`config.mk`:
```
export PLATFORM = sky130hd
export DESIGN_NAME = snn_uart_seq
export DESIGN_NICKNAME = d
export VERILOG_FILES = /design/src/rtl/snn_uart_seq.sv
export SDC_FILE = /design/constraint.sdc
export NUM_CORES = 1
export LEC_CHECK = 0
export CAP_MARGIN = 20
export CELL_PAD_IN_SITES_DETAIL_PLACEMENT = 1
export CELL_PAD_IN_SITES_GLOBAL_PLACEMENT = 1
export CORE_ASPECT_RATIO = 0.8
export CORE_MARGIN = 1
export CORE_UTILIZATION = 39
export DETAILED_ROUTE_END_ITERATION = 6
export GPL_ROUTABILITY_DRIVEN = 0
export PLACE_DENSITY = 0.82
export REMOVE_ABC_BUFFERS = 1
export SLEW_MARGIN = 10
export SYNTH_ARGS = -nofsm -noshare
export SYNTH_HDL_FRONTEND = slang
export SYNTH_SLANG_ARGS = --single-unit
```
`constraint.sdc`:
```
create_clock -name clk -period 1.8 [get_ports clk]
set_input_delay 0.18 -clock clk [delete_from_list [all_inputs] [get_ports clk]]
set_output_delay 0.18 -clock clk [all_outputs]
set_load 0.05 [all_outputs]
```
`src/rtl/snn_uart_seq.sv`:
```
// snn_uart_seq: collects a UART frame into the SNN input memory, runs the core and returns the
// classified digit as one ASCII byte.
module snn_uart_seq #(
  parameter int IMG_BYTES = 98,
  parameter int ADDR_W    = 7,
  parameter int TIMEOUT   = 2_604_000
) (
  input  logic              clk,
  input  logic              rst,
  input  logic              rx_rdy,
  input  logic [7:0]        rx_data,
  output logic              mem_we,
  output logic [ADDR_W-1:0] mem_addr,
  output logic [7:0]        mem_wdata,
  output logic              core_start,
  input  logic              core_done,
  input  logic [3:0]        core_result,
  output logic              tx_start,
  output logic [7:0]        tx_data,
  input  logic              tx_rdy,
  output logic              busy,
  output logic              frame_err,
  output logic              overrun,
  output logic [7:0]        led
);
  localparam int TW = $clog2(TIMEOUT + 1);
  typedef enum logic [2:0] {IDLE, LOAD, START, WAIT_CORE, SEND, WAIT_TX} state_t;
  state_t state, state_n;
  logic [ADDR_W-1:0] cnt;
  logic [TW-1:0]     idle_cnt;
  logic              hold, wr, tmo, send;
  logic [7:0]        code;
  assign code = core_result > 4'd9 ? 8'h3F : 8'h30 + {4'h0, core_result};
  assign busy = state != IDLE;
  // tx_start is registered, so a ready transmitter is served straight from WAIT_CORE
  assign send = (state == WAIT_CORE && core_done && tx_rdy) || (state == SEND && tx_rdy);
  always_ff @(posedge clk)
    if (rst) state <= IDLE;
    else state <= state_n;
  always_comb begin
    state_n = state;
    wr = 1'b0;
    tmo = 1'b0;
    case (state)
      IDLE: if (rx_rdy) begin
        wr = 1'b1;
        state_n = IMG_BYTES == 1 ? START : LOAD;
      end
      LOAD: if (rx_rdy) begin
        wr = 1'b1;
        state_n = cnt == ADDR_W'(IMG_BYTES - 1) ? START : LOAD;
      end else if (idle_cnt == TW'(TIMEOUT)) begin
        tmo = 1'b1;
        state_n = IDLE;
      end
      START:     state_n = WAIT_CORE;
      WAIT_CORE: if (core_done) state_n = tx_rdy ? WAIT_TX : SEND;
      SEND:      if (tx_rdy) state_n = WAIT_TX;
      WAIT_TX:   if (tx_rdy && !tx_start && !hold) state_n = IDLE;
      default:   state_n = IDLE;
    endcase
  end
  always_ff @(posedge clk)
    if (rst) begin
      cnt        <= '0;
      idle_cnt   <= '0;
      hold       <= 1'b0;
      mem_we     <= 1'b0;
      mem_addr   <= '0;
      mem_wdata  <= '0;
      core_start <= 1'b0;
      tx_start   <= 1'b0;
      tx_data    <= 8'h00;
      led        <= 8'h00;
      frame_err  <= 1'b0;
      overrun    <= 1'b0;
    end else begin
      cnt        <= state_n == IDLE ? '0 : wr ? cnt + 1'b1 : cnt;
      idle_cnt   <= state == LOAD && !rx_rdy ? idle_cnt + 1'b1 : '0;
      hold       <= tx_start;
      mem_we     <= wr;
      mem_addr   <= wr ? cnt : '0;
      mem_wdata  <= wr ? rx_data : '0;
      core_start <= state == START;
      tx_start   <= send;
      if (state == WAIT_CORE && core_done) tx_data <= code;
      if (send) led <= state == WAIT_CORE ? code : tx_data;
      if (state == IDLE && rx_rdy) frame_err <= 1'b0;
      else if (tmo) frame_err <= 1'b1;
      if (state == IDLE && rx_rdy) overrun <= 1'b0;
      else if (rx_rdy && state != LOAD) overrun <= 1'b1;
    end
endmodule

```
## Word-level counts from Yosys, hierarchy flattened

Index checks and enable logic that the tools add are counted.

| storage, ports and cells | value |
|---|---|
| register bits | 69 |
| bits of input ports | 17 |
| logic and storage cells | 63 |

| operators by class | value |
|---|---|
| add/sub/neg operators | 3 |
| magnitude comparators | 1 |
| eq/ne operators | 8 |
| multiplexer cells | 16 |
| bitwise operators | 2 |
| reductions and logical operators | 20 |

Operators with widths:

| operator | number |
|---|---|
| $add 22x1->22 const B | 1 |
| $eq 22x22->1 const B | 1 |
| $mux 3 | 6 |
| $pmux 3 s6 | 1 |
| $reduce_or 2->1 | 5 |
| $logic_and 1x1->1 | 8 |
| $mux 8 | 1 |
| $add 6x4->7 const A | 1 |
| $add 7x1->7 const B | 1 |
| $eq 7x7->1 const B | 1 |
| $mux 7 | 1 |
| $eq 3x2->1 const B | 2 |
| $eq 3x3->1 const B | 2 |
| $logic_not 3->1 | 2 |
| $mux 1 | 6 |
| $gt 4x4->1 const B | 1 |
| $eq 3x1->1 const B | 1 |
| $logic_not 1->1 | 3 |
| $ne 3x1->1 const B | 1 |
| $reduce_bool 3->1 | 1 |
| $mux 2 | 1 |
| $not 1->1 | 2 |
| $logic_or 1x1->1 | 1 |

## Logic depth before layout (Yosys ltp)

| depth | value |
|---|---|
| depth in word-level cells | 7 |
| gate-level depth with buffers | 7 |
| depth with buffers taken out | 7 |

## Least setup slack after synthesis

No wires, ideal clock.

| path | value |
|---|---|
| path kind | register to register |
| from | reg tx_start |
| to | reg cnt[0] |
| library setup time | 0.140 ns |
| arrival | 1.478 ns |
| slack | 0.182 ns |
| stages on the path, launching flop included | 6 |
| period minus slack after synthesis | 1.618 ns |
| cell sequence | dfxtp_1 -> or3b_1 -> nand4_1 -> o311a_1 -> o211a_4 -> nor3_1 |

| on the way | value |
|---|---|
| longest elaborated chain between the ends | 7 |

Ends and longest elaborated chain:

| item | RTL line | source |
|---|---|---|
| from (decl) | 18 | `output logic tx_start,` |
| from (signal assigned) | 85 | `tx_start <= send;` |
| $logic_not 1->1 | 59 | `WAIT_TX: if (tx_rdy && !tx_start && !hold) state_n = IDLE;` |
| $logic_and 1x1->1 (2 in series) | 59 |  |
| $mux 3 | 59 |  |
| $pmux 3 s6 | 44 | `case (state)` |
| $logic_not 3->1 | 78 | `cnt <= state_n == IDLE ? '0 : wr ? cnt + 1'b1 : cnt;` |
| $reduce_or 2->1 (no source line) | - |  |
| to (signal assigned) | 78 |  |
| to (decl) | 29 | `logic [ADDR_W-1:0] cnt;` |

Every way passes these cells.
A chain may end at the register's enable or synchronous reset.

==> summary.txt <==
Outcome
  • Status: finished clean

STA
  • Worst-margin pin slew: 0.555 ns
  • Worst rel slew slack: 0.629
  • RSZ-0062 raised after global routing: no
  • Period minus WS final: 1.72 ns
  • Final slew viol count: 0
  • Period utilization: 0.957
  • Final Hold Fails: 0
  • Fmax: 0.580 GHz
  • Clock skew: 0.00935 ns
  • Setup violations, final: 0

Clock tree
  • Inserted Clock Buffers: 9
  • Hold-fix buffers at CTS: 0
  • Clock buffer depth: 2
  • Post-CTS setup buffer count: 0
  • CTS tree: yes
  • Clock Latency Late Sink: 0.35 ns
  • H-tree Lvls: 3
  • Sink Count: 63
  • Root Driver: clkbuf_8
  • CTS clock-pin slew for the worst setup and hold paths: 0.07 ns

Floorplanning
  • Ports: 54
  • Site Rows: 26
  • Die Span Y: 76.5 um
  • Initial Util: 0.414
  • Core outline area: 6540 um2
  • Die X: 95.2 um
  • Die area: 7290 um2

Finish
  • Register area: 1270 um2
  • Multi-input logic area: 1310 um2
  • Final net count: 369
  • Final core utilization: 0.539
  • Synth-to-Final Area Change: 30.2%
  • Layout cells sized above 1: 0.133
  • Number of diodes: 0
  • Filler instances: 758

GRT
  • Total track usage: 0.203
  • GR Overflow Total: 0
  • Initial antenna violation count: 0
  • Vias in the first global route: 2239
  • First-pass GRT wire length: 11200 um
  • Pin count of the biggest net entering global routing: 21

Worst setup path
  • WS Path Type: register to output pin
  • WP data required: 1.62 ns
  • Critical path fanouts, max: 4
  • Largest delay share family, worst path: buffers and inverters
  • Startpoint types: register
  • Crit-path cells: clkdlybuf4s50_1
  • Slowest CP cell: clkdlybuf4s50_1
  • CP max stage delay: 0.82 ns
  • Crit end category: output pin
  • Buffer and inverter count on the worst path: 1
  • Critical Path AT: 1.54 ns

Routing
  • Via Count: 2225
  • WL/cell: 15.3 um
  • Initial DRT Pass Iterations: 4
  • Initial drt markers: 87
  • Residual DRC: 0
  • Via density: 5.09
  • Antenna viol nets, final: 0
  • Total wire length: 6700 um

Power
  • Max VDD drop: 537 uV
  • Total power: 3.01 mW
  • Pleak: 1.25 nW
  • P per Cell Area: 853 nW/um2

Synth
  • Count leader, synth: dfxtp_1
  • Mapped Area: 2710 um2
  • Synth cell count leaders: dfxtp_1, nor2_1, and2_1, a21oi_1
  • Synth Flop Type: dfxtp_1
  • Post-Syn Instances: 290
  • Post-synth EDFFs: 0
  • Syn. warnings: 0
  • Yosys reg bits: 63
  • Count of cell types in the netlist: 53
  • Synth top area share: 0.466
  • Syn_area_per_cell: 9.34 um2
  • Synth top area cells: dfxtp_1, nor2_1, xnor2_1, and2_1, a21oi_1
  • FFs w/ async S/R, synth: 0
  • Cell taking the most area after synthesis: dfxtp_1
  • Register area share after synthesis: 0.466

Flow run
  • Max-cap violations: 0

Placed design
  • Dpl hpwl: 4800 um
  • Port-buffer cells: 49

Hold path
  • Hold Path Class: input port to register
repair_timing:
| item | in CTS | in global routing |
|---|---|---|
| resized for setup | 0 | 4 |
| endpoints found under the hold margin | 0 | 0 |
| setup endpoints to repair | 0 | 9 |
through the flow:
stage	setup TNS (ns)	setup WS [ns]	hold slack [ns]	std cells	instance area, um2
2_1_floorplan	0	0.134	0.249	275	2610
3_3_place_gp	-0.146	-0.0287	0.459	421	3310
3_5_place_dp	-0.534	-0.0843	0.480	421	3310
4_1_cts	0	0.0180	0.392	437	3520
5_1_grt	0	0.00154	0.385	437	3530
6_report	0	0.0768	0.398	437	3530
layer usage:
metal  track usage  part of all wire  vias up
li1              -                 -     1104
met1         0.245              0.46     1075
met2         0.329              0.49       42
met3        0.0818             0.047        4
met4        0.0545            0.0063        0
met5             0                 0        -
worst paths after layout:
check | start | to | slack, ns | depth (start not counted)
setup / recovery | tx_data[4]$_SDFFE_PP0P_ | tx_data[5] | 0.08 | 1
setup reg to reg | cnt[1]$_SDFFE_PP0P_ | cnt[0]$_SDFFE_PP0P_ | 0.12 | 7
hold / removal | rx_data[3] | mem_wdata[3]$_SDFF_PP0_ | 0.40 | 2
hold reg to reg | overrun$_SDFFE_PP0P_ | overrun$_SDFFE_PP0P_ | 0.49 | 2
cell families after synthesis:
kind of cell	share of synthesized area
AOI/OAI and AO/OA	0.0975
xor gates and xnor gates	0.0614
adders and majority gates	0.0185
buffers and inverters	0.0559
DFF	0.466
muxes	0.0111
other	0.00138
and+or+nand+nor	0.289
report_power, final:
part / leakage [nW] / total, mW / switching [mW] / internal (mW)
registers: 0.511 / 1.42 / 0.0125 / 1.41
clock network: 0.102 / 1.35 / 0.571 / 0.775
logic: 0.632 / 0.240 / 0.141 / 0.0987
total: 1.25 / 3.01 / 0.725 / 2.28
state kept, by name, indices dropped and copies added, names as in the netlist, 3 cells and up:
name and cells:
tx_data 5, mem_addr 7, cnt 7, idle_cnt 22, state 3, mem_wdata 8
led 5
cell usage in the layout (no fill, tap or decap), types with 2 or more instances in the layout:
cell,count
xnor2_1,12
nor3_2,3
nor2_1,46
and4_1,2
and2_1,15
xor2_1,7
a21boi_0,2
dfxtp_1,59
conb_1,4
a21oi_1,14
nand3_2,2
clkdlybuf4s50_1,48
nor2b_1,2
dfxtp_2,4
o21ai_0,7
bufinv_16,2
or3_1,8
nor3_1,12
mux2i_1,3
clkbuf_8,9
clkinv_2,2
nand4_1,6
ha_1,4
nand3_1,10
inv_1,10
nand2_1,6
o21a_1,2
clkinvlp_4,2
and3_1,3
a211oi_1,6
and4b_1,2
buf_4,13
cell type report:
cell class                      count  area share
Clock inverter                      6      0.0241
Sequential cell                    63       0.359
Clock buffer                       10      0.0362
Tap cell                           84      0.0298
Multi-Input combinational cell    202       0.371
Timing Repair Buffer               62       0.170
Inverter                           10      0.0106
Note: power is estimated with default switching activity, not from simulation.
